[config.mk]
export PLATFORM = sky130hd
export DESIGN_NAME = alu_issue_stage_flat
export DESIGN_NICKNAME = d
export VERILOG_FILES = /design/src/rtl/alu_pkg.sv /design/src/rtl/alu_issue_stage_if.sv /design/src/rtl/alu_cmd_fifo.sv /design/src/rtl/alu_issue_stage.sv /design/src/flat_wrapper.sv
export SDC_FILE = /design/constraint.sdc
export NUM_CORES = 1
export LEC_CHECK = 0
export CAP_MARGIN = 20
export CORE_MARGIN = 4
export CORE_UTILIZATION = 50
export CTS_CLUSTER_SIZE = 10
export DETAILED_ROUTE_END_ITERATION = 6
export PLACE_DENSITY_LB_ADDON = 0.2
export SLEW_MARGIN = 20
export SYNTH_ARGS = -nofsm -noshare
export SYNTH_HDL_FRONTEND = slang
export SYNTH_SLANG_ARGS = --single-unit
[constraint.sdc]
create_clock -name clk -period 2.75 [get_ports clk]
set_clock_uncertainty 0.15 [all_clocks]
set_input_delay 0.55 -clock clk [delete_from_list [all_inputs] [get_ports clk]]
set_output_delay 0.55 -clock clk [all_outputs]
set_load 0.01 [all_outputs]
[src/rtl/alu_pkg.sv]
// Shared definitions for the ALU issue stage: opcodes, command layout,
// FSM state encoding and the divide-by-zero result value.
package alu_pkg;

  localparam logic [2:0] OP_ADD  = 3'd0;
  localparam logic [2:0] OP_SUB  = 3'd1;
  localparam logic [2:0] OP_DIV  = 3'd2;
  localparam logic [2:0] OP_LAND = 3'd3;
  localparam logic [2:0] OP_AND  = 3'd4;
  localparam logic [2:0] OP_OR   = 3'd5;
  localparam logic [2:0] OP_NAND = 3'd6;
  localparam logic [2:0] OP_XNOR = 3'd7;

  localparam int CMD_W = 11;

  typedef struct packed {
    logic [2:0] sel;
    logic [3:0] a;
    logic [3:0] b;
  } cmd_t;

  typedef enum logic [1:0] {
    IDLE = 2'd0,
    EXEC = 2'd1,
    HOLD = 2'd2
  } state_t;

  localparam logic [4:0] DZ_RESULT = 5'h1F;

  function automatic logic is_dz(input logic [2:0] sel, input logic [3:0] b);
    return (sel == OP_DIV) && (b == 4'd0);
  endfunction

endpackage

[src/rtl/alu_issue_stage_if.sv]
// Command-in and result-out handshake bundle of the ALU issue stage.
interface alu_issue_stage_if;

  logic       in_valid;
  logic       in_ready;
  logic [2:0] in_sel;
  logic [3:0] in_a;
  logic [3:0] in_b;

  logic       out_valid;
  logic       out_ready;
  logic [4:0] out_y;
  logic [2:0] out_sel;
  logic       out_dz;

  modport slave (
    input  in_valid, in_sel, in_a, in_b, out_ready,
    output in_ready, out_valid, out_y, out_sel, out_dz
  );

  modport master (
    output in_valid, in_sel, in_a, in_b, out_ready,
    input  in_ready, out_valid, out_y, out_sel, out_dz
  );

endinterface

[src/rtl/alu_cmd_fifo.sv]
// DEPTH x W synchronous command FIFO; pushes while full are dropped,
// with no same-edge bypass from a simultaneous pop.
module alu_cmd_fifo
  import alu_pkg::*;
#(
  parameter int DEPTH = 4,
  parameter int W     = CMD_W
) (
  input  logic         clk,
  input  logic         rst_n,
  input  logic         push,
  input  logic         pop,
  input  logic [W-1:0] wdata,
  output logic [W-1:0] rdata,
  output logic         full,
  output logic         empty
);

  localparam int AW = $clog2(DEPTH);

  logic [W-1:0]  mem [DEPTH];
  logic [AW-1:0] wptr;
  logic [AW-1:0] rptr;
  logic [AW:0]   count;
  logic          do_push;
  logic          do_pop;

  assign full    = (count == (AW+1)'(DEPTH));
  assign empty   = (count == '0);
  assign do_push = push && !full;
  assign do_pop  = pop && !empty;
  assign rdata   = mem[rptr];

  always_ff @(posedge clk or negedge rst_n) begin
    if (!rst_n) begin
      wptr  <= '0;
      rptr  <= '0;
      count <= '0;
    end else begin
      if (do_push) wptr <= wptr + AW'(1);
      if (do_pop)  rptr <= rptr + AW'(1);
      case ({do_push, do_pop})
        2'b10:   count <= count + (AW+1)'(1);
        2'b01:   count <= count - (AW+1)'(1);
        default: count <= count;
      endcase
    end
  end

  // Storage carries no reset: contents are only observable through rptr/count.
  always_ff @(posedge clk) begin
    if (do_push) mem[wptr] <= wdata;
  end

endmodule

[src/rtl/alu_issue_stage.sv]
// Issue stage for the 3-bit-opcode ALU: queues commands, presents stable
// operands for one cycle, then captures the result behind a valid/ready port.
module alu_issue_stage
  import alu_pkg::*;
#(
  parameter int DEPTH = 4,
  parameter int CNT_W = 8
) (
  input  logic               clk,
  input  logic               rst_n,
  alu_issue_stage_if.slave   bus,
  output logic [2:0]         alu_sel,
  output logic [3:0]         alu_a,
  output logic [3:0]         alu_b,
  input  logic [4:0]         alu_y,
  output logic               busy,
  output logic [CNT_W-1:0]   done_cnt
);

  function automatic logic [4:0] dz_override(input logic dz, input logic [4:0] y);
    return dz ? DZ_RESULT : y;
  endfunction

  state_t     state, state_nxt;
  cmd_t       head;
  logic       fifo_full, fifo_empty;
  logic       pop, capture, deliver;

  logic [2:0] sel_p1;
  logic [3:0] a_p1, b_p1;
  logic [4:0] y_p2;
  logic [2:0] sel_p2;
  logic       dz_p2;
  logic       vld_p2;
  logic [CNT_W-1:0] cnt;

  alu_cmd_fifo #(.DEPTH(DEPTH), .W(CMD_W)) u_fifo (
    .clk   (clk),
    .rst_n (rst_n),
    .push  (bus.in_valid),
    .pop   (pop),
    .wdata ({bus.in_sel, bus.in_a, bus.in_b}),
    .rdata (head),
    .full  (fifo_full),
    .empty (fifo_empty)
  );

  always_ff @(posedge clk or negedge rst_n) begin
    if (!rst_n) state <= IDLE;
    else        state <= state_nxt;
  end

  always_comb begin
    state_nxt = state;
    pop       = 1'b0;
    capture   = 1'b0;
    deliver   = 1'b0;
    case (state)
      IDLE: if (!fifo_empty) begin
        pop       = 1'b1;
        state_nxt = EXEC;
      end
      EXEC: begin
        capture   = 1'b1;
        state_nxt = HOLD;
      end
      HOLD: if (bus.out_ready) begin
        deliver = 1'b1;
        if (!fifo_empty) begin
          pop       = 1'b1;
          state_nxt = EXEC;
        end else begin
          state_nxt = IDLE;
        end
      end
      default: state_nxt = IDLE;
    endcase
  end

  // Stage p1: operands registered toward the ALU on every pop
  always_ff @(posedge clk or negedge rst_n) begin
    if (!rst_n) begin
      sel_p1 <= '0;
      a_p1   <= '0;
      b_p1   <= '0;
    end else if (pop) begin
      sel_p1 <= head.sel;
      a_p1   <= head.a;
      b_p1   <= head.b;
    end
  end

  // Stage p2: result register, loaded at the end of EXEC
  always_ff @(posedge clk or negedge rst_n) begin
    if (!rst_n) begin
      y_p2   <= '0;
      sel_p2 <= '0;
      dz_p2  <= 1'b0;
      vld_p2 <= 1'b0;
      cnt    <= '0;
    end else begin
      if (capture) begin
        y_p2   <= dz_override(is_dz(sel_p1, b_p1), alu_y);
        sel_p2 <= sel_p1;
        dz_p2  <= is_dz(sel_p1, b_p1);
        vld_p2 <= 1'b1;
      end else if (deliver) begin
        vld_p2 <= 1'b0;
      end
      if (deliver) cnt <= cnt + CNT_W'(1);
    end
  end

  assign alu_sel       = sel_p1;
  assign alu_a         = a_p1;
  assign alu_b         = b_p1;
  assign bus.in_ready  = !fifo_full;
  assign bus.out_valid = vld_p2;
  assign bus.out_y     = y_p2;
  assign bus.out_sel   = sel_p2;
  assign bus.out_dz    = dz_p2;
  assign busy          = !fifo_empty || (state != IDLE);
  assign done_cnt      = cnt;

endmodule

[src/flat_wrapper.sv]
// flat-port wrapper written by rule: the top's interface ports become plain ports
module alu_issue_stage_flat import alu_pkg::*;
#(
  parameter int DEPTH = 4,
  parameter int CNT_W = 8
)
  (clk, rst_n, alu_sel, alu_a, alu_b, alu_y, busy, done_cnt, bus_in_valid, bus_in_sel, bus_in_a, bus_in_b, bus_out_ready, bus_in_ready, bus_out_valid, bus_out_y, bus_out_sel, bus_out_dz);
  alu_issue_stage_if bus_i ();
  input  logic clk;
  input  logic rst_n;
  output logic [2:0] alu_sel;
  output logic [3:0] alu_a;
  output logic [3:0] alu_b;
  input  logic [4:0] alu_y;
  output logic busy;
  output logic [CNT_W-1:0] done_cnt;
  input wire logic [$bits(bus_i.in_valid)-1:0] bus_in_valid;
  input wire logic [$bits(bus_i.in_sel)-1:0] bus_in_sel;
  input wire logic [$bits(bus_i.in_a)-1:0] bus_in_a;
  input wire logic [$bits(bus_i.in_b)-1:0] bus_in_b;
  input wire logic [$bits(bus_i.out_ready)-1:0] bus_out_ready;
  output wire logic [$bits(bus_i.in_ready)-1:0] bus_in_ready;
  output wire logic [$bits(bus_i.out_valid)-1:0] bus_out_valid;
  output wire logic [$bits(bus_i.out_y)-1:0] bus_out_y;
  output wire logic [$bits(bus_i.out_sel)-1:0] bus_out_sel;
  output wire logic [$bits(bus_i.out_dz)-1:0] bus_out_dz;
  assign bus_i.in_valid = bus_in_valid;
  assign bus_i.in_sel = bus_in_sel;
  assign bus_i.in_a = bus_in_a;
  assign bus_i.in_b = bus_in_b;
  assign bus_i.out_ready = bus_out_ready;
  assign bus_in_ready = bus_i.in_ready;
  assign bus_out_valid = bus_i.out_valid;
  assign bus_out_y = bus_i.out_y;
  assign bus_out_sel = bus_i.out_sel;
  assign bus_out_dz = bus_i.out_dz;
  alu_issue_stage #(.DEPTH(DEPTH), .CNT_W(CNT_W)) u_core (.clk(clk), .rst_n(rst_n), .bus(bus_i), .alu_sel(alu_sel), .alu_a(alu_a), .alu_b(alu_b), .alu_y(alu_y), .busy(busy), .done_cnt(done_cnt));
endmodule
### Yosys cells after proc, flatten, opt, wreduce, memory -nomap -nowiden

Memory sizes are Yosys's and may differ from the RTL's. A register that Yosys moved wholly into a read port is not among the register bits.
Cells that the tools add are included.

* eq/ne operators: 8
* reduce and logical (&&, ||, !) cells: 14
* multiplexer cells: 16
* add/sub/neg operators: 5

Operators by type and width (number)
* 1-bit 2-to-1 mux: 10
* 8-bit by 1-bit adder with 8-bit output, second input constant: 1
* 2-bit case mux with 3 select lines: 1
* 3-bit case mux with 2 select lines: 1
* 2-bit nonzero test: 3
* 5-bit 2-to-1 mux: 1
* 2-bit by 1-bit adder with 2-bit output, second input constant: 2
* 2-bit by 1-bit equality test with 1-bit output, second input constant: 2
* 2-bit equality test, second input constant: 2
* 4-bit zero test: 1
* 2-bit 2-to-1 mux: 2
* 2-bit inequality test, second input constant: 2
* 3-bit by 1-bit adder with 3-bit output, second input constant: 1
* 3-bit by 2-bit equality test with 1-bit output, second input constant: 1
* 3-bit equality test, second input constant: 1
* 1-bit logical AND: 3
* 1-bit zero test: 3
* 3-bit zero test: 1
* 3-bit by 1-bit subtractor with 3-bit output, second input constant: 1
* 2-bit zero test: 1
* 1-bit case mux with 2 select lines: 1
* 2-bit AND reduction: 1
* 1-bit logical OR: 1

* memories kept: 1
* word-level logic and storage cells: 53
* register bits: 27
* bits of input ports: 20
* RAM bits: 44

Memories
* u_core.u_fifo.mem: words 4, bits a word 11, rd ports 1, clocked after memory_dff 1, write ports 1, RTL line alu_cmd_fifo.sv:21 `logic [W-1:0] mem [DEPTH];`

### Depth between registers and ports, before layout

Gate-level depths: netlist of the first run.

* word-level depth: 7
* gate-level depth with buffers: 9

### Cells and area by module

Synthesis of the first run repeated with hierarchy kept, for this count alone.

* cell total of the unflattened synthesis: 201
* area, all modules: 3299.4 um^2

By module, submodules not included
* alu_cmd_fifo: times used 1, area an instance 2031.9 um^2, cells an instance 94
* alu_issue_stage: times used 1, area an instance 1267.5 um^2, cells an instance 107

### Worst setup path before layout of the first run

No wires, ideal clock.

* path kind: input port to flip-flop
* start: in bus_out_ready
* end: reg u_core.u_fifo.count[2]
* stages on the path: 9
* path buffers: 1
* setup slack: 502 ps
* arrival: 2019 ps
* data required time: 2521 ps
* cell sequence: nor2b_1 > nor3_2 > buf_6 > ha_1 > inv_1 > fa_1 > xor2_1 > nor2_1 > xor2_1

* cells in the longest elaborated chain, start to end: 5
* elaborated cells on any way between the ends: 7
* classes of those cells: eq/ne (2); mux (3); reduce/logical (2)

RTL lines
* start: declaration: RTL line flat_wrapper.sv:21 `input wire logic [$bits(bus_i.out_ready)-1:0] bus_out_ready;`
* 1-bit 2-to-1 mux *: RTL line alu_issue_stage.sv:67 `HOLD: if (bus.out_ready) begin`
* 1-bit case mux with 2 select lines *: RTL line alu_issue_stage.sv:58 `case (state)`
* 1-bit logical AND *: RTL line alu_cmd_fifo.sv:31 `assign do_pop = pop && !empty;`
* net u_core.u_fifo.do_pop: RTL line alu_cmd_fifo.sv:26 `logic do_pop;`
* 2-bit by 1-bit equality test with 1-bit output / 2-bit equality test (equally long branches): RTL line alu_cmd_fifo.sv:42 `case ({do_push, do_pop})`
* 3-bit case mux with 2 select lines / 2-bit nonzero test (equally long branches)
* end signal: assignment: RTL line alu_cmd_fifo.sv:43 `2'b10: count <= count + (AW+1)'(1);`
* end signal: assignment: RTL line alu_cmd_fifo.sv:44 `2'b01: count <= count - (AW+1)'(1);`
* end signal: assignment: RTL line alu_cmd_fifo.sv:45 `default: count <= count;`
* end: declaration: RTL line alu_cmd_fifo.sv:24 `logic [AW:0] count;`

The timed path passes the listed nets; every way through them passes the cells marked *.
A chain may end at the register's enable or synchronous reset.

### Worst setup path after layout of the first run

* start: reg u_core.u_fifo.count[2]
* end: out busy

* cells in the longest elaborated chain, start to end: 3

RTL lines
* 3-bit zero test: RTL line alu_cmd_fifo.sv:29 `assign empty = (count == '0);`
* 1-bit zero test
* 1-bit logical OR: RTL line alu_issue_stage.sv:122 `assign busy = !fifo_empty || (state != IDLE);`
* end: declaration: RTL line flat_wrapper.sv:15 `output logic busy;`

No other way between the ends.

==> results of run 1 <==
==> cell usage in the layout, fill, tap and decap left out, types with 2 or more instances in the layout <==
cell	count
nor2_1	14
ha_1	6
mux2_4	9
and3_1	5
nand2b_1	2
clkinv_1	2
clkbuf_8	9
mux4_1	3
a21oi_1	5
inv_1	6
nor3_1	3
nor3_2	2
nand2_1	14
mux4_2	8
edfxtp_1	44
dfrtp_1	38
nand3_1	4
xor2_1	8
bufinv_16	2
buf_4	6
clkdlybuf4s50_1	49
mux2_2	4
nor2b_1	2
xnor2_1	5
==> final timing paths <==
kind / startpoint / end / slack [ps] / cells past startpoint
max reg2reg: u_core.u_fifo.count[0]$_DFFE_PN0P_ / u_core.u_fifo.count[2]$_DFFE_PN0P_ / 380 / 9
min in group clk: u_core.done_cnt[7]$_DFFE_PN0P_ / u_core.done_cnt[7]$_DFFE_PN0P_ / 320 / 1
max: u_core.u_fifo.count[2]$_DFFE_PN0P_ / busy / 340 / 3
min reg2reg: u_core.done_cnt[7]$_DFFE_PN0P_ / u_core.done_cnt[7]$_DFFE_PN0P_ / 320 / 1
min: rst_n / u_core.state[0]$_DFFE_PN0P_ / 170 / 1
max in group asynchronous: rst_n / u_core.u_fifo.rptr[0]$_DFFE_PN0P_ / 1740 / 1
==> synthesized netlist by cell type (all sizes together) <==
library cell | number | share of area (%)
fa | 1 | 0.61
nand3b | 1 | 0.23
dfrtp | 38 | 29
nand3 | 4 | 0.61
and3 | 5 | 0.95
xor2 | 8 | 2.1
inv | 6 | 0.68
and2 | 1 | 0.27
buf | 2 | 0.68
nor4b | 1 | 0.27
nor2b | 2 | 0.38
nand4 | 1 | 0.19
xnor2 | 5 | 1.3
and4b | 1 | 0.30
nand2b | 2 | 0.38
mux4 | 11 | 7.9
o21ai | 2 | 0.30
nor3 | 5 | 1.1
a21oi | 5 | 0.76
ha | 6 | 2.3
nor2 | 14 | 1.6
mux2i | 1 | 0.30
edfxtp | 44 | 40
or3b | 1 | 0.34
mux2 | 13 | 5.5
clkbuf | 3 | 0.34
nand2 | 14 | 1.6
nor4 | 1 | 0.19
==> power by group <==
| part | switching [µW] | leakage [µW] | internal [µW] |
|---|---|---|---|
| Clock | 418 | 0.000105 | 510 |
| Combinational | 700 | 0.000680 | 989 |
| Sequential | 295 | 0.000858 | 1700 |
| Total | 1410 | 0.00164 | 3200 |
==> registers in the layout, summed over array words and instances (netlist names) <==
signal,flops
u_core.u_fifo.mem,44
u_core.done_cnt,8
u_core.bus.out_y,5
u_core.alu_a,4
u_core.alu_b,4
u_core.alu_sel,3
u_core.bus.out_sel,3
u_core.u_fifo.count,3
u_core.state,2
u_core.u_fifo.rptr,2
u_core.u_fifo.wptr,2
u_core.bus.out_dz,1
u_core.bus.out_valid,1
==> kinds of logic (layout without fill, tap and decap cells) <==
| family | count (synthesis) | after routing | share of synthesized area, % |
|---|---|---|---|
| adder cells (fa/ha/maj) | 7 | 7 | 2.884 |
| flip-flops | 82 | 82 | 68.92 |
| XOR/XNOR | 13 | 13 | 3.454 |
| buffers and inverters | 11 | 78 | 1.708 |
| AND/OR/NAND/NOR | 53 | 53 | 8.349 |
| AO/OA/AOI/OAI | 7 | 7 | 1.062 |
| multiplexers | 25 | 25 | 13.62 |
==> routing by layer <==
metal  part of all wire (%)  track usage, %  wire, µm
met5                      0               0         0
met4                    1.3           7.172        72
met3                    6.7           4.885       383
met2                     49           25.92      2806
met1                     43           20.69      2429
==> cell type report <==
cell class                      instances  area (µm²)  area share, %
Sequential cell                        82        2272          55.20
Multi-Input combinational cell        105       968.4          23.53
Timing Repair Buffer                   56       540.5          13.13
Clock buffer                            9       123.9          3.009
Tap cell                               77       96.34          2.340
Clock inverter                          7       92.59          2.249
Inverter                                6       22.52         0.5471
==> per-stage QoR <==
stage | utilization (%) | power (µW) | setup WS [ps]
floorplan | - | 3054 | 502.1
global placement | 61.07 | 3687 | 185.0
detailed placement | 61.07 | 3733 | 155.8
CTS | 64.46 | 4679 | 325.0
global route | 64.46 | 4920 | 240.7
finish | 64.46 | 4613 | 339.6
==> impl_results.md, run 1 <==
- Placed Instances: 326
- Net Count, Synth: 225
- # resized after CTS: 0
- First-pass GRT wire length: 9356 µm
- Die X: 89.20 µm
- Syn Inst Count: 198
- Worst-skew pair later-pin latency: 340 ps
- MaxCap Viol Count: 0
- Rel. slew slack: 42.21%
- Clock buffer depth: 2
- Total Wirelength: 5691 µm
- Design area: 4116 µm²
- Postcts setup bufs: 0
- Height of the die: 89.20 µm
- CTS tree: done
- Routed len/inst: 16.64 µm
- Largest delay contributor family on the critical path: buffers and inverters
- Non-Filler Instances: 342
- Hold Slack: 166.1 ps
- Fin Setup TNS: 0 ps
- CP bufs+invs: 1
- # DRC: 0
- Total CTS buffers: 9
- Initial antenna violation count: 0
- YS warnings: 0
- Largest net degree at the start of global routing: 39
- Root Buffer: clkbuf_8
- Routed vias/inst: 5.231
- Type of the worst setup path: flip-flop to primary output
- Status: finished clean
- HP Class: primary input to asynchronous set/reset pin
- Vias: 1,789
- Die area: 7957 µm²
- Crit-path max cell delay: 500 ps
- Syn Area/Cell: 16.65 µm²
- Slew Viols, Final: 0
- Hold buffers post-CTS: 0
- Syn Std Cell Area: 3297 µm²
- Fin crit share: 87.65%
- Nets@finish: 287
- Antenna-violating nets left: 0
- Worst path cell trace: nor3_2, nand2_1, clkdlybuf4s50_1
- Number of fill cells: 465
- Worst setup SP type: flip-flop
- Register area share after synthesis: 68.92%
- Port Buf Inserts: 50
- Fin crit period: 2410 ps
- VDD IR max: 0.0006358 V
- Initial Util: 51.63%
- Max Freq: 0.4149 GHz
- Global route overflow: 0
- Clock slew at reported path FFs: 80 ps
- All-Layer GR Usage: 16.27%
- Ant. Diodes: 0
- Num rows: 29
- Vias in the first global route: 1,819
- Crit path arrival time: 1710 ps
- Post-DP HPWL: 3835 µm
- GPL Wtd Cong: 0.7684
- Final hold violations: 0
- Synth-to-Final Area Change: 24.86%
- Worst endpoint required time: 2050 ps
- Least-Margin Pin Slew: 866.9 ps
- Share of cells above drive strength 1: 17.36%
- # clock sinks: 82
- H-tree levels: 3
- Worst Path Max Fanout: 4
- Top Ports: 51
- Core Region: 6386 µm²
- Crit path capture type: primary output
- Yosys cell types: 32
- Final setup violation count: 0
- RSZ-0062 raised after global routing: false
- Drt pass-1 iters: 4
- Leakage: 0.001643 µW
- Dpl cell area: 3900 µm²
- Crit-path slowest cell: clkdlybuf4s50_1
- Yosys reg bits: 82
- Power per cell area: 1121 nW/µm²
- DRT iter0 DRCs: 61
No activity file was read; power rests on OpenSTA's default activity.
==> run 2: changes to the inputs <==
--- a/config.mk
+++ b/config.mk
@@ -7,7 +7,7 @@
 export LEC_CHECK = 0
 export CAP_MARGIN = 20
 export CORE_MARGIN = 4
-export CORE_UTILIZATION = 50
+export CORE_UTILIZATION = 53
 export CTS_CLUSTER_SIZE = 10
 export DETAILED_ROUTE_END_ITERATION = 6
 export PLACE_DENSITY_LB_ADDON = 0.2
==> run 2 against run 1 <==
Effect of this change:
- clock power fell by 5.4%
- worst hold slack got worse by 17 ps
- clock-buffer cell count did not move
- design area fell by 0.82%
- utilization rose by 3.7 points
- first-iteration DRC count fell by 23%
- sequential power barely moved
- register-to-register slack improved by 60 ps
- combinational power barely moved
- non-clock buffer count fell by 2
- via count rose by 0.73%
- critical endpoint unchanged
==> impl_results.md, run 2 (synthesized netlist as in run 1, its figures left out) <==
- Status: finished clean
- # clock sinks: 82 (unchanged)
- Clock slew at reported path FFs: 90 ps (about the same)
- Part of the power in registers: 43.5% (+0.2 points)
- DRT iter0 DRCs: 47 (-23%)
- Total Wirelength: 5660 µm (-0.54%)
- All-Layer GR Usage: 16.85% (+0.59 points)
- Drt pass-1 iters: 4 (unchanged)
- Antenna-violating nets left: 0 (unchanged)
- CTS tree: done
- Final setup violation count: 0 (unchanged)
- Power per cell area: 1114 nW/µm² (-0.58%)
- Root Buffer: clkbuf_8
- Gate power share: 37.2% (+0.6 points)
- Hold buffers post-CTS: 0 (unchanged)
- Largest register by flop count: u_core.u_fifo.mem
- Worst endpoint required time: 2050 ps (about the same)
- MaxCap Viol Count: 0 (unchanged)
- Most frequent cells in the layout: 49 x clkdlybuf4s50_1, 44 x edfxtp_1, 38 x dfrtp_1
- # resized after CTS: 0 (unchanged)
- CP bufs+invs: 1 (unchanged)
- Crit-path slowest cell: clkdlybuf4s50_1
- Routed len/inst: 16.75 µm (+0.63%)
- Worst Path Max Fanout: 4 (unchanged)
- Slew Viols, Final: 0 (unchanged)
- Core Region: 5991 µm² (-6.2%)
- Final WS setup: 349.5 ps (+9.846 ps)
- Least-Margin Pin Slew: 847.2 ps (-19.72 ps)
- Worst path cell trace: nor3_2, nand2_1, clkdlybuf4s50_1
- Num rows: 28 (-3.4%)
- Total CTS buffers: 9 (unchanged)
- Largest net degree at the start of global routing: 39 (unchanged)
- First-pass GRT wire length: 9377 µm (+0.22%)
- Clock power frac: 19.3% (-0.8 points)
- Port Buf Inserts: 50 (unchanged)
- Nets@finish: 285 (-0.70%)
- Clock buffer depth: 2 (unchanged)
- Initial antenna violation count: 0 (unchanged)
- Worst setup SP type: flip-flop
- Non-Filler Instances: 338 (-1.2%)
- H-tree levels: 3 (unchanged)
- Crit-path max cell delay: 500 ps (about the same)
- Ant. Diodes: 0 (unchanged)
- Share of cells above drive strength 1: 17.49% (+0.13 points)
- Net Sw Frac: 31.73% (+1.1 points)
- Leakage: 0.001625 µW (-1.2%)
- Final core utilization: 68.15% (+3.7 points)
- GPL Wtd Cong: 0.7557 (-1.7%)
- Max reg flops: 44 (unchanged)
- Global route overflow: 0 (unchanged)
- Max Freq: 0.4166 GHz (+0.41%)
- Reg2reg path depth: 9 (unchanged)
- HP Class: primary input to asynchronous set/reset pin
- Fin Setup TNS: 0 ps (unchanged)
- Crit path capture type: primary output
- Crit path arrival time: 1700 ps (about the same)
- RSZ-0062 raised after global routing: false
- Placed Instances: 322 (-1.2%)
- VDD IR max: 0.0005781 V (-9.1%)
- Total Power: 4549 µW (-1.4%)
- Fin crit period: 2401 ps (-9.846 ps)
- Routed vias/inst: 5.331 (+1.9%)
- Largest delay contributor family on the critical path: buffers and inverters
- Levels on crit path: 3 (unchanged)
- Final hold violations: 0 (unchanged)
- Postcts setup bufs: 0 (unchanged)
- Type of the worst setup path: flip-flop to primary output
- Fin crit share: 87.29% (-0.36 points)
- Vias: 1,802 (+0.73%)
- Die X: 86.87 µm (-2.6%)
- Synth-to-Final Area Change: 23.83%
- Net switching power figure: 1443 µW (+2.1%)
- Initial Util: 55.03% (+3.4 points)
- Vias in the first global route: 1,867 (+2.6%)
- Pre-CTS WS: 142.5 ps (-13.25 ps)
- P_int: 3105 µW (-2.9%)
- Top Ports: 51 (unchanged)
- Height of the die: 86.87 µm (-2.6%)
- Rel. slew slack: 43.52% (+1.3 points)
- Most common cell after layout, fill and taps aside: clkdlybuf4s50_1
- Worst-skew pair later-pin latency: 350 ps (about the same)
- Die area: 7546 µm² (-5.2%)
- Post-DP HPWL: 3818 µm (-0.45%)
- # DRC: 0 (unchanged)
## run 2: cell types whose count changed in the layout (fill, tap and decap cells not counted)
cell,previous run,this run
clkinvlp_4,1,2
clkinv_2,0,1
clkinv_1,2,0
bufinv_16,2,1
clkinv_4,1,0
buf_4,6,4
inv_6,1,3
## run 2: worst reg2reg max path: stages (launching register included)
cell and delay, ps:
dfrtp_1 420, or3b_4 440, and2_4 190, inv_1 50, ha_1 170, inv_1 60
fa_1 370, xor2_1 150, nor2_1 110, xor2_1 150
## run 2: area by class of cell
type	instances	area (µm²)
Clock inverter	7	76.32
Clock buffer	9	123.9
Tap cell	75	93.84
Fill cell	435	1908
Sequential cell	82	2272
Inverter	6	22.52
Timing Repair Buffer	54	525.5
Multi-Input combinational cell	105	968.4
## run 2: metrics by stage
step | hold WS (ps) | instance area (µm²)
2_1_floorplan | 104.4 | 3297
5_1_grt | 206.5 | 4083
4_1_cts | 164.0 | 4083
3_3_place_gp | 305.4 | 3882
6_report | 149.5 | 4083
3_5_place_dp | 310.0 | 3882
## run 2: worst paths after layout
| path | slack (ps) | to | from |
|---|---|---|---|
| max reg2reg | 440 | u_core.u_fifo.count[2]$_DFFE_PN0P_ | u_core.u_fifo.count[1]$_DFFE_PN0P_ |
| min | 150 | u_core.bus.out_y[4]$_DFFE_PN0P_ | rst_n |
| max in group asynchronous | 1770 | u_core.u_fifo.wptr[0]$_DFFE_PN0P_ | rst_n |
| max | 350 | busy | u_core.u_fifo.count[2]$_DFFE_PN0P_ |
| min reg2reg | 320 | u_core.done_cnt[7]$_DFFE_PN0P_ | u_core.done_cnt[7]$_DFFE_PN0P_ |
| min in group clk | 320 | u_core.done_cnt[7]$_DFFE_PN0P_ | u_core.done_cnt[7]$_DFFE_PN0P_ |
## run 2: per-layer routing
| layer | routed length [µm] | track usage, % |
|---|---|---|
| met5 | 0 | 0 |
| met4 | 132 | 8.499 |
| met3 | 318 | 3.690 |
| met2 | 2709 | 26.43 |
| met1 | 2501 | 22.25 |
## run 2: power groups by stage
stage               clock network, µW  registers, µW  logic (µW)
floorplan                           0           2010        1040
global route                      954           2040        1870
CTS                               901           1990        1730
global placement                    0           1990        1670
finish                            878           1980        1690
detailed placement                  0           2010        1720
==> run 3: changes to the inputs <==
--- a/config.mk
+++ b/config.mk
@@ -7,11 +7,12 @@
 export LEC_CHECK = 0
 export CAP_MARGIN = 20
 export CORE_MARGIN = 4
-export CORE_UTILIZATION = 53
-export CTS_CLUSTER_SIZE = 10
+export CORE_UTILIZATION = 55
+export CTS_BUF_LIST = sky130_fd_sc_hd__clkbuf_4 sky130_fd_sc_hd__clkbuf_8
 export DETAILED_ROUTE_END_ITERATION = 6
 export PLACE_DENSITY_LB_ADDON = 0.2
 export SLEW_MARGIN = 20
 export SYNTH_ARGS = -nofsm -noshare
 export SYNTH_HDL_FRONTEND = slang
+export SYNTH_HIERARCHICAL = 1
 export SYNTH_SLANG_ARGS = --single-unit
==> run 3 against run 2 <==
Effect of this change:
- utilization increased by 3.7 points
- maximum frequency down 2.5%
- critical path type unchanged
- combinational power fell by 6%
- global-route usage is 0.53 points lower
- design area about the same
- die area shrank 3.2%
- clock-buffer cell count rose by 2
- critical path depth unchanged
- first-iteration DRC count fell by 6.4%
==> impl_results.md, run 3 <==
- Largest register by flop count: u_core/u_fifo/mem
- Top Ports: 51 (unchanged)
- Least-Margin Pin Slew: 820.5 ps (-26.66 ps)
- Non-Filler Instances: 338 (unchanged)
- Rel. slew slack: 45.30% (+1.8 points)
- Worst endpoint required time: 2050 ps (about the same)
- Top post-synthesis cells by area: edfxtp_1 40%, dfrtp_1 29%, mux4_2 6.8%, mux2_1 3.1%, ha_1 2.3%
- Core Region: 5675 µm² (-5.3%)
- Total Wirelength: 5202 µm (-8.1%)
- Most frequent cells in the layout: 49 x clkdlybuf4s50_1, 44 x edfxtp_1, 38 x dfrtp_1
- Routed len/inst: 15.39 µm (-8.1%)
- Type of the worst setup path: flip-flop to primary output
- # clock sinks: 82 (unchanged)
- Worst-skew pair later-pin latency: 340 ps (about the same)
- HP Class: primary input to asynchronous set/reset pin
- Vias in the first global route: 1,889 (+1.2%)
- Synth Area in XOR/XNOR: 3.451% (about the same)
- Max Freq: 0.4063 GHz (-2.5%)
- Design area: 4079 µm² (about the same)
- FFs w/ async S/R, synth: 46.34% (unchanged)
- Crit path arrival time: 1760 ps (+60 ps)
- Fin crit share: 89.49% (+2.2 points)
- Routed vias/inst: 5.198 (-2.5%)
- Height of the die: 85.45 µm (-1.6%)
- Initial antenna violation count: 0 (unchanged)
- H-tree levels: 3 (unchanged)
- Worst Path Max Fanout: 5 (+1)
- Leakage: 0.001593 µW (-1.9%)
- All-Layer GR Usage: 16.32% (-0.53 points)
- Synth-to-Final Area Change: 23.63%
- CTS tree: done
- Clock slew at reported path FFs: 80 ps (about the same)
- Most common cell after layout, fill and taps aside: clkdlybuf4s50_1
- Post-synth top cells: 44 x edfxtp_1, 38 x dfrtp_1, 15 x nand2_1, 14 x nor2_1, 10 x mux4_2
- Final hold violations: 0 (unchanged)
- Die X: 85.45 µm (-1.6%)
- Cell accounting for the most synthesized area: edfxtp_1
- Crit path capture type: primary output
- Mux cell area share after synthesis: 12.48% (-1.1 points)
- Final setup violation count: 0 (unchanged)
- VDD IR max: 0.0005419 V (-6.3%)
- Ant. Diodes: 0 (unchanged)
- Post-synth EDFFs: 44 (unchanged)
- Post-DP HPWL: 3558 µm (-6.8%)
- Max reg flops: 44 (unchanged)
- Synth Area in Compound Gates: 2.199% (+1.1 points)
- Nets@finish: 288 (+1.1%)
- Power per cell area: 1086 nW/µm² (-2.5%)
- Largest family of logic cells by synthesized area: multiplexers
- # DRC: 0 (unchanged)
- MaxCap Viol Count: 0 (unchanged)
- Vias: 1,757 (-2.5%)
- Yosys reg bits: 82 (unchanged)
- Syn Inst Count: 201 (+1.5%)
- Total CTS buffers: 9 (unchanged)
- Most used DFF post-synth: edfxtp_1
- Global route overflow: 0 (unchanged)
- Num rows: 27 (-3.6%)
- Hold buffers post-CTS: 0 (unchanged)
- First-pass GRT wire length: 9087 µm (-3.1%)
- Post-synth top area share: 40.05% (about the same)
- Slew Viols, Final: 0 (unchanged)
- Share of cells above drive strength 1: 16.92% (-0.57 points)
- GPL Wtd Cong: 0.6924 (-8.4%)
- DRT iter0 DRCs: 44 (-6.4%)
- Port Buf Inserts: 50 (unchanged)
- Net Count, Synth: 228 (+1.3%)
- Fin crit period: 2461 ps (+60.45 ps)
- Worst setup SP type: flip-flop
- Die area: 7302 µm² (-3.2%)
- Root Buffer: clkbuf_8
- Syn Area/Cell: 16.41 µm² (-1.4%)
- RSZ-0062 raised after global routing: false
- Post-synthesis simple-gate area fraction: 7.926% (-0.42 points)
- Dominant cell by count in the synthesized netlist: edfxtp_1
- Dpl cell area: 3880 µm² (about the same)
- Status: finished clean
- Largest net degree at the start of global routing: 39 (unchanged)
- Placed Instances: 322 (unchanged)
- Adder-cell share of the synthesized area: 2.882% (about the same)
- Clock buffer depth: 2 (unchanged)
- Drt pass-1 iters: 3 (-1)
- Syn Std Cell Area: 3299 µm² (about the same)
- Antenna-violating nets left: 0 (unchanged)
- Initial Util: 58.13% (+3.1 points)
- Register area share after synthesis: 68.87% (about the same)
- Yosys cell types: 37 (+16%)
- YS warnings: 6 (+6)
-- run 3: worst paths after layout --
kind,end,slack (ps),cells past startpoint,start
max in group asynchronous,u_core/alu_b[3]$_DFFE_PN0P_,1770,1,rst_n
worst max register to register,u_core/u_fifo/count[2]$_DFFE_PN0P_,540,9,u_core/u_fifo/count[0]$_DFFE_PN0P_
worst max-delay path,busy,290,3,u_core/u_fifo/count[0]$_DFFE_PN0P_
worst min-delay path,u_core/bus.out_sel[2]$_DFFE_PN0P_,150,1,rst_n
worst min register to register,u_core/bus.out_sel[2]$_DFFE_PN0P_,330,2,u_core/bus.out_sel[2]$_DFFE_PN0P_
min in group clk,u_core/bus.out_sel[2]$_DFFE_PN0P_,330,2,u_core/bus.out_sel[2]$_DFFE_PN0P_
-- run 3: what timing repair did --
item	4_1_cts	5_1_grt
resized for setup	0	1
endpoints found under the setup margin	0	1
setup buffers	0	0
-- run 3: layout make-up --
type                            count  area (µm²)
Sequential cell                    82        2272
Fill cell                         398        1597
Multi-Input combinational cell    105       959.7
Timing Repair Buffer               55       533.0
Clock buffer                       11       138.9
Tap cell                           72       90.09
Clock inverter                      5       55.05
Inverter                            8       30.03
-- run 3: metal layers --
metal	up-vias	part of all wire [%]	GRT usage, %
li1	843	-	-
met1	861	42	19.61
met2	43	51	26.98
met3	10	5.8	3.883
met4	0	1.8	9.209
met5	-	0	0
-- run 3: logic make-up after synthesis --
| family | count (synthesis) |
|---|---|
| adder cells (fa/ha/maj) | 7 |
| AND/OR/NAND/NOR | 50 |
| AO/OA/AOI/OAI | 10 |
| flip-flops | 82 |
| buffers and inverters | 14 |
| XOR/XNOR | 13 |
| multiplexers | 25 |
-- run 3: critical path: stages (launching register included) --
cell,delay (ps)
dfrtp_1,470
nor3_2,350
nand2_1,110
clkdlybuf4s50_1,490
-- run 3: where the power goes --
| part | internal (µW) | total [µW] | switching, µW |
|---|---|---|---|
| Sequential | 1700 | 2000 | 300 |
| Combinational | 917 | 1590 | 677 |
| Clock | 437 | 835 | 398 |
-- run 3: through the flow --
| stage | hold slack (ps) | setup slack (ps) | power, µW | util (%) | TNS, ps |
|---|---|---|---|---|---|
| floorplan | 104.4 | 368.8 | 3003 | - | 0 |
| global placement | 304.2 | 11.41 | 3612 | 68.36 | 0 |
| detailed placement | 314.6 | -2.313 | 3654 | 68.36 | -2.313 |
| CTS | 179.6 | 95.31 | 4499 | 71.78 | 0 |
| global route | 225.6 | 150.0 | 4751 | 71.87 | 0 |
| finish | 150.4 | 289.0 | 4430 | 71.87 | 0 |
